### src/rtl/csa_acc_pkg.sv
// Shared types, widths and the operand extension helper for the carry-save accumulator.
package csa_acc_pkg;

    typedef enum logic [1:0] {
        IDLE    = 2'd0,
        ACCUM   = 2'd1,
        RESOLVE = 2'd2,
        DONE    = 2'd3
    } state_t;

    localparam int STALL_CNT_W = 16;
    localparam int EXT_MAX_W   = 64;

    // Extends the low in_w bits of data to EXT_MAX_W bits; callers keep the low bits they need.
    function automatic logic [EXT_MAX_W-1:0] ext_operand(
        input logic [EXT_MAX_W-1:0] data,
        input int                   in_w,
        input logic                 is_signed
    );
        logic [EXT_MAX_W-1:0] keep;
        logic                 fill;
        keep = ~({EXT_MAX_W{1'b1}} << in_w);
        fill = is_signed & (|(data & ({{(EXT_MAX_W-1){1'b0}}, 1'b1} << (in_w - 1))));
        return (data & keep) | (fill ? ~keep : '0);
    endfunction

endpackage

### src/rtl/compressor_4_2_n_bit.sv
// Bit-parallel 4:2 compressor built from two chained 3:2 rows; sum + carry equals in0+in1+in2+in3.
module compressor_4_2_n_bit #(
    parameter int INPUT_WIDTH  = 16,
    parameter int OUTPUT_WIDTH = 17,
    parameter int SHIFT_CARRY  = 1
) (
    input  logic [INPUT_WIDTH-1:0]  in0,
    input  logic [INPUT_WIDTH-1:0]  in1,
    input  logic [INPUT_WIDTH-1:0]  in2,
    input  logic [INPUT_WIDTH-1:0]  in3,
    output logic [OUTPUT_WIDTH-1:0] sum,
    output logic [OUTPUT_WIDTH-1:0] carry
);

    logic [INPUT_WIDTH-1:0] s1;
    logic [INPUT_WIDTH-1:0] co1;
    logic [INPUT_WIDTH-1:0] cin;
    logic [INPUT_WIDTH-1:0] s2;
    logic [INPUT_WIDTH-1:0] c2;
    logic [INPUT_WIDTH:0]   sum_full;
    logic [INPUT_WIDTH:0]   carry_full;

    assign s1  = in0 ^ in1 ^ in2;
    assign co1 = (in0 & in1) | (in0 & in2) | (in1 & in2);
    // First-row carries ripple one position into the second row; the top one becomes the sum MSB.
    assign cin = {co1[INPUT_WIDTH-2:0], 1'b0};
    assign s2  = s1 ^ in3 ^ cin;
    assign c2  = (s1 & in3) | (s1 & cin) | (in3 & cin);

    assign sum_full = {co1[INPUT_WIDTH-1], s2};

    generate
        if (SHIFT_CARRY != 0) begin : g_shift
            assign carry_full = {c2, 1'b0};
        end else begin : g_noshift
            assign carry_full = {1'b0, c2};
        end
    endgenerate

    assign sum   = OUTPUT_WIDTH'(sum_full);
    assign carry = OUTPUT_WIDTH'(carry_full);

endmodule

### src/rtl/csa_accumulator_ctrl.sv
// Multi-beat carry-save accumulation controller with a single final carry-propagate add.
// Optional stall counter enabled by defining CSA_ACC_STALL_CNT_EN.
module csa_accumulator_ctrl
    import csa_acc_pkg::*;
#(
    parameter  int INPUT_WIDTH = 14,
    parameter  int ACC_WIDTH   = 16,
    parameter  int MAX_BEATS   = 16,
    localparam int BEAT_W      = $clog2(MAX_BEATS + 1)
) (
    input  logic                   clk_i,
    input  logic                   rst_ni,
    input  logic                   start_i,
    input  logic                   clear_i,
    input  logic [BEAT_W-1:0]      num_beats_i,
    input  logic                   is_signed_i,
    input  logic                   in_valid_i,
    output logic                   in_ready_o,
    input  logic [INPUT_WIDTH-1:0] in_data_i [2],
    output logic                   out_valid_o,
    input  logic                   out_ready_i,
    output logic [ACC_WIDTH-1:0]   result_o,
    output logic                   busy_o,
    output logic [STALL_CNT_W-1:0] stall_cnt_o
);

    state_t                 state;
    state_t                 state_nxt;
    logic [ACC_WIDTH-1:0]   sum_q;
    logic [ACC_WIDTH-1:0]   carry_q;
    logic [ACC_WIDTH-1:0]   result_q;
    logic [BEAT_W-1:0]      beat_cnt;
    logic [BEAT_W-1:0]      beat_nxt;
    logic [BEAT_W-1:0]      beats_q;
    logic [BEAT_W-1:0]      beats_in;
    logic                   sgn_q;
    logic                   load;
    logic                   accept;
    logic                   resolve;

    logic [EXT_MAX_W-1:0]   ext0_full;
    logic [EXT_MAX_W-1:0]   ext1_full;
    logic signed [ACC_WIDTH-1:0] op0;
    logic signed [ACC_WIDTH-1:0] op1;
    logic [ACC_WIDTH:0]     cmp_sum;
    logic [ACC_WIDTH:0]     cmp_carry;
    logic                   unused_bits;

    assign ext0_full = ext_operand(EXT_MAX_W'(in_data_i[0]), INPUT_WIDTH, sgn_q);
    assign ext1_full = ext_operand(EXT_MAX_W'(in_data_i[1]), INPUT_WIDTH, sgn_q);
    assign op0       = ext0_full[ACC_WIDTH-1:0];
    assign op1       = ext1_full[ACC_WIDTH-1:0];

    compressor_4_2_n_bit #(
        .INPUT_WIDTH (ACC_WIDTH),
        .OUTPUT_WIDTH(ACC_WIDTH + 1),
        .SHIFT_CARRY (1)
    ) u_cmp (
        .in0  (op0),
        .in1  (op1),
        .in2  (sum_q),
        .in3  (carry_q),
        .sum  (cmp_sum),
        .carry(cmp_carry)
    );

    // Bits above ACC_WIDTH are dropped: the accumulator is modulo 2^ACC_WIDTH.
    assign unused_bits = ^{ext0_full[EXT_MAX_W-1:ACC_WIDTH], ext1_full[EXT_MAX_W-1:ACC_WIDTH],
                           cmp_sum[ACC_WIDTH], cmp_carry[ACC_WIDTH]};

    assign beat_nxt = beat_cnt + 1'b1;
    assign beats_in = (num_beats_i > BEAT_W'(MAX_BEATS)) ? BEAT_W'(MAX_BEATS) : num_beats_i;

    always_ff @(posedge clk_i or negedge rst_ni) begin
        if (!rst_ni) begin
            state <= IDLE;
        end else begin
            state <= state_nxt;
        end
    end

    always_comb begin
        state_nxt   = state;
        in_ready_o  = 1'b0;
        out_valid_o = 1'b0;
        busy_o      = 1'b1;
        load        = 1'b0;
        accept      = 1'b0;
        resolve     = 1'b0;
        case (state)
            IDLE: begin
                busy_o = 1'b0;
                if (start_i) begin
                    load      = 1'b1;
                    state_nxt = (num_beats_i == '0) ? RESOLVE : ACCUM;
                end
            end
            ACCUM: begin
                in_ready_o = 1'b1;
                if (in_valid_i) begin
                    accept = 1'b1;
                    if (beat_nxt == beats_q) begin
                        state_nxt = RESOLVE;
                    end
                end
            end
            RESOLVE: begin
                resolve   = 1'b1;
                state_nxt = DONE;
            end
            DONE: begin
                out_valid_o = 1'b1;
                if (out_ready_i) begin
                    state_nxt = IDLE;
                end
            end
            default: state_nxt = IDLE;
        endcase
        // Abort wins over every transition, including a start in IDLE.
        if (clear_i) begin
            state_nxt = IDLE;
            load      = 1'b0;
            accept    = 1'b0;
            resolve   = 1'b0;
        end
    end

    always_ff @(posedge clk_i or negedge rst_ni) begin
        if (!rst_ni) begin
            sum_q    <= '0;
            carry_q  <= '0;
            beat_cnt <= '0;
            beats_q  <= '0;
            sgn_q    <= 1'b0;
            result_q <= '0;
        end else begin
            if (clear_i || load) begin
                sum_q    <= '0;
                carry_q  <= '0;
                beat_cnt <= '0;
            end else if (accept) begin
                sum_q    <= cmp_sum[ACC_WIDTH-1:0];
                carry_q  <= cmp_carry[ACC_WIDTH-1:0];
                beat_cnt <= beat_nxt;
            end
            if (load) begin
                beats_q <= beats_in;
                sgn_q   <= is_signed_i;
            end
            if (resolve) begin
                result_q <= sum_q + carry_q;
            end
        end
    end

    assign result_o = result_q;

`ifdef CSA_ACC_STALL_CNT_EN
    logic [STALL_CNT_W-1:0] stall_q;

    function automatic logic [STALL_CNT_W-1:0] sat_inc(input logic [STALL_CNT_W-1:0] v);
        return (&v) ? v : v + 1'b1;
    endfunction

    always_ff @(posedge clk_i or negedge rst_ni) begin
        if (!rst_ni) begin
            stall_q <= '0;
        end else if (load) begin
            stall_q <= '0;
        end else if (state == ACCUM && !in_valid_i) begin
            stall_q <= sat_inc(stall_q);
        end
    end

    assign stall_cnt_o = stall_q;
`else
    assign stall_cnt_o = '0;
`endif

endmodule

### config.mk
export PLATFORM = sky130hd
export DESIGN_NAME = csa_accumulator_ctrl
export DESIGN_NICKNAME = d
export VERILOG_FILES = /design/src/rtl/csa_acc_pkg.sv /design/src/rtl/compressor_4_2_n_bit.sv /design/src/rtl/csa_accumulator_ctrl.sv
export SDC_FILE = /design/constraint.sdc
export NUM_CORES = 1
export LEC_CHECK = 0
export CELL_PAD_IN_SITES_DETAIL_PLACEMENT = 1
export CELL_PAD_IN_SITES_GLOBAL_PLACEMENT = 1
export CORE_MARGIN = 5
export CORE_UTILIZATION = 40
export DETAILED_ROUTE_END_ITERATION = 8
export GPL_TIMING_DRIVEN = 1
export PLACE_DENSITY = 0.87
export REMOVE_ABC_BUFFERS = 1
export SYNTH_ARGS = -nofsm -noshare
export SYNTH_HDL_FRONTEND = slang
export SYNTH_HIERARCHICAL = 1
export SYNTH_SLANG_ARGS = --single-unit
### constraint.sdc
create_clock -name clk_i -period 2.7 [get_ports clk_i]
set_input_delay 0.54 -clock clk_i [delete_from_list [all_inputs] [get_ports clk_i]]
set_output_delay 0.54 -clock clk_i [all_outputs]
set_load 0.05 [all_outputs]
Word level (Yosys, flattened, before mapping)
Cells that the tools add are included.

Input port bits: 40. Logic and storage cells: 68. Output and inout port bits: 35. Flip-flop bits (word level): 61.

$add $sub $neg: 2. Mux-type cells: 27. Magnitude comparators: 1. Eq/ne operators: 8. Bitwise gates (word level): 18. Reductions and logical operators: 5.

Operators with widths (number): $mux W16 (6); $and A15 B15 Y15 (6); $xor A16 B16 Y16 (4); $or A15 B15 Y15 (4); $or A14 B16 Y16 (2); $add A16 B16 Y16 (1); $mux W5 (3); $mux W2 (6); $ne A3 B3 Y1 const B (4); $mux W1 (11); $pmux W2 S4 (1); $add A5 B1 Y5 const B (1); $eq A5 B5 Y1 (1); $gt A5 B5 Y1 const B (1); $logic_not A5 Y1 (1); $eq A2 B2 Y1 const B (2); $reduce_and A4 Y1 (1); $and A1 B1 Y1 (2); $eq A2 B1 Y1 const B (1); $logic_not A2 Y1 (1); $reduce_bool A2 Y1 (1); $logic_or A1 B1 Y1 (1).

Logic depth before layout (Yosys ltp)
Word-level depth: 11. Mapped depth: 8. Gate-level depth less buffers: 8.

By module
The synthesis kept the hierarchy.

Modules (own cells, without submodules): csa_accumulator_ctrl (cells an instance 385, area each 3432.0 sq um, times used 1, seq. area each 1526.5 sq um); compressor_4_2_n_bit (cells an instance 39, area each 663.1 sq um, times used 1, seq. area each 0.0 sq um).

Worst setup path after synthesis
Ideal clock, no wire load.

Path kind: reg2reg. From: register sum_q[0]. To: register result_q[8], in the netlist result_o[8]. Slack: 623 ps. Data arrival time: 1943 ps. Required time: 2565 ps. Buffers on the path: 0. Cell stages (with the launch flop): 9. Clock period less this slack: 2077 ps. Setup time: 135 ps. Cells stage by stage: dfrtp_1 -> ha_1 -> fa_1 -> a21oi_1 -> o21ai_0 -> a211o_1 -> a31oi_1 -> xor2_1 -> o21ai_0.

Longest elaborated chain between the ends: 1.

Ends and longest elaborated chain: start: declaration (RTL line csa_accumulator_ctrl.sv:29) `logic [ACC_WIDTH-1:0] sum_q;`; start signal: assignment (RTL line csa_accumulator_ctrl.sv:142) `sum_q <= cmp_sum[ACC_WIDTH-1:0];`; $add A16 B16 Y16 (RTL line csa_accumulator_ctrl.sv:151) `result_q <= sum_q + carry_q;`; end signal: assignment (RTL line csa_accumulator_ctrl.sv:151); end: declaration (RTL line csa_accumulator_ctrl.sv:31) `logic [ACC_WIDTH-1:0] result_q;`.

No other way between the ends. A chain may end at the register's enable or synchronous reset.

Worst setup path in the final report
From: register state[0]. To: output port busy_o.

Longest elaborated chain between the ends: 2.

Ends and longest elaborated chain: start: declaration (RTL line csa_accumulator_ctrl.sv:27) `state_t state;`; start signal: assignment (RTL line csa_accumulator_ctrl.sv:78) `state <= state_nxt;`; $logic_not A2 Y1 (RTL line csa_accumulator_ctrl.sv:90) `case (state)`; $mux W1 (RTL line csa_accumulator_ctrl.sv:90); end: declaration (RTL line csa_accumulator_ctrl.sv:23) `output logic busy_o,`.

No other way between the ends.

==> key figures <==
GRT
  – Largest net degree at the start of global routing: 38
  – GR Overflow Total: 0
  – Vias in the first global route: 3633
  – First-pass GRT wire length: 18200 um
  – Initial antenna violation count: 0
  – Tot GR Track Use: 18.1%

STA
  – Worst-Margin Slew: 706 ps
  – Final period util: 95.9%
  – Final setup TNS: 0 ps
  – Final Hold Viols: 0
  – Final setup margin: 111 ps
  – Clk_skew: 7.36 ps
  – Final hold slack: 212 ps
  – Final Slew Violations: 0
  – Tmin final: 2590 ps
  – Peak Freq: 386 MHz
  – RSZ-0062 raised after global routing: no
  – Max_slew headroom: 52.9%
  – Setup-failing EPs final: 0

Synth
  – Mapped Cells: 423
  – Syn avg cell area: 9.67 um^2
  – Synthesis Warnings: 6
  – Mapped cell area: 4090 um^2

Critical path
  – CP max stage delay: 810 ps
  – Cell Chain, Critical Path: inv_1, ha_1, inv_1, clkdlybuf4s50_1
  – Crit-path slowest cell: clkdlybuf4s50_1
  – Critical path arrival: 2050 ps
  – CP Class: register to output port
  – CP Max Fanout: 4
  – CP Buf/Inv Count: 3
  – CP delay by family, top: buffers and inverters
  – R2R Setup Slk: 240 ps
  – CP Launch Type: register
  – Worst Path Required: 2160 ps
  – CP dominant cell by count: inv_1
  – Setup crit end kind: output port

Finish
  – Post-Layout Cell Count: 625
  – Fin area: 5010 um^2
  – Area delta synth->final: 22.6%
  – Core Util, Final: 49.5%
  – Layout cells sized above 1: 7.16%
  – Fin nets: 578
  – ANT cells: 0

Power and ir drop
  – Sw frac: 39.6%
  – Share of total power in combinational logic: 40.1%
  – Leakage: 2.21 nW
  – Tot Pwr: 3.53 mW
  – PD cells: 704 nW/um^2
  – Clk network pwr share: 26.7%
  – P_sw: 1.40 mW
  – IR drop worst, VDD: 0.606 mV
  – Flop pwr share: 33.2%
  – Power Internal: 2.13 mW

Drt
  – Antenna-violating nets left: 0
  – DR WL/cell: 16.9 um
  – Top Metal Used: met4
  – Vias after detailed routing: 3215
  – Routed wl met2: 5570 um
  – Met3 routed WL: 394 um
  – Detailed-route vias per instance: 5.14
  – 1st-iter DRT viols: 76
  – Initial DRT Pass Iterations: 5
  – DRC errors left: 0
  – Post-Route WL: 10600 um
  – Met1 WL: 4430 um

Job
  – Max cap viols: 0

CTS
  – Worst-path clk slew: 70 ps
  – PostCTS Resize Cnt: 0
  – Clock buffer depth: 2
  – Post-CTS Setup Inserts: 0
  – Root buffer cell: clkbuf_8
  – H-tree depth: 3
  – Clk sinks: 61
  – TritonCTS buffer count: 9
  – TritonCTS clock tree: built
  – Clock latency on the worst-skew pair: 350 ps
  – Cts hold-fix bufs: 0

Floorplan
  – Die footprint: 12400 um^2
  – Core area: 10100 um^2
  – Num rows: 37
  – Die Ht: 111 um
  – Initial core utilization: 40.4%
  – Num ports: 75
  – Die W: 111 um

Place
  – Port bufs: 58
  – Dpl cell area: 4790 um^2
  – Pre-CTS setup slack: 30.8 ps
  – DP HPWL: 8050 um
  – GPL Wtd Cong: 0.795
  – Inst Count DP: 609

Hold path
  – Type of the tightest min-delay check: input pin to async pin

Outcome
  – Status: finished clean
## registers in the layout, indices dropped and copies added (netlist names)
signal,flops
result_o,16
sgn_q,1
carry_q,16
sum_q,16
state,2
beats_q,5
beat_cnt,5
## per-layer routing
metal | vias up | global-route usage [%]
met5 | - | 0
met4 | 0 | 5.84
met3 | 14 | 2.73
met2 | 69 | 32.5
met1 | 1628 | 22.3
li1 | 1504 | -
## cells in the final DEF (no fill, tap or decap), drive strengths merged, types with 4 or more instances in the layout
master         instances
nand3                  8
nand2b                 5
conb                  17
o21ai                 22
ha                    22
inv                   16
mux2                   4
and2                   4
buf                   10
clkbuf                12
xor2                   8
xnor2                 14
nor2                   7
a21oi                 48
nor3                   4
dfrtp                 61
clkdlybuf4s50         57
a21o                   6
nand2                 94
fa                    32
## power by group through the flow
stage,logic [mW],registers [mW],clock network (mW)
floorplan,0.729,1.35,0
detailed placement,1.42,1.19,0
CTS,1.43,1.17,0.956
global placement,1.34,1.18,0
global route,1.57,1.19,0.998
finish,1.41,1.17,0.943
## final timing paths
path | start | endpoint | depth (start not counted)
setup / recovery | state[0] | busy_o | 4
hold / removal | rst_ni | result_o[9] | 1
setup reg to reg | sum_q[0] | result_o[14] | 8
hold reg to reg | result_o[6] | result_o[6] | 2
max in group asynchronous | rst_ni | sgn_q | 2
min in group clk_i | result_o[6] | result_o[6] | 2
## cell type report
type / count / area (um^2)
timing repair buffer: 67 / 656
clock buffer: 12 / 155
multi-input combinational: 329 / 2380
inverter: 16 / 60.1
fill: 1175 / 5120
clock inverter: 4 / 70.1
tap: 136 / 170
sequential: 61 / 1530
(Power assumes the default switching activity.)
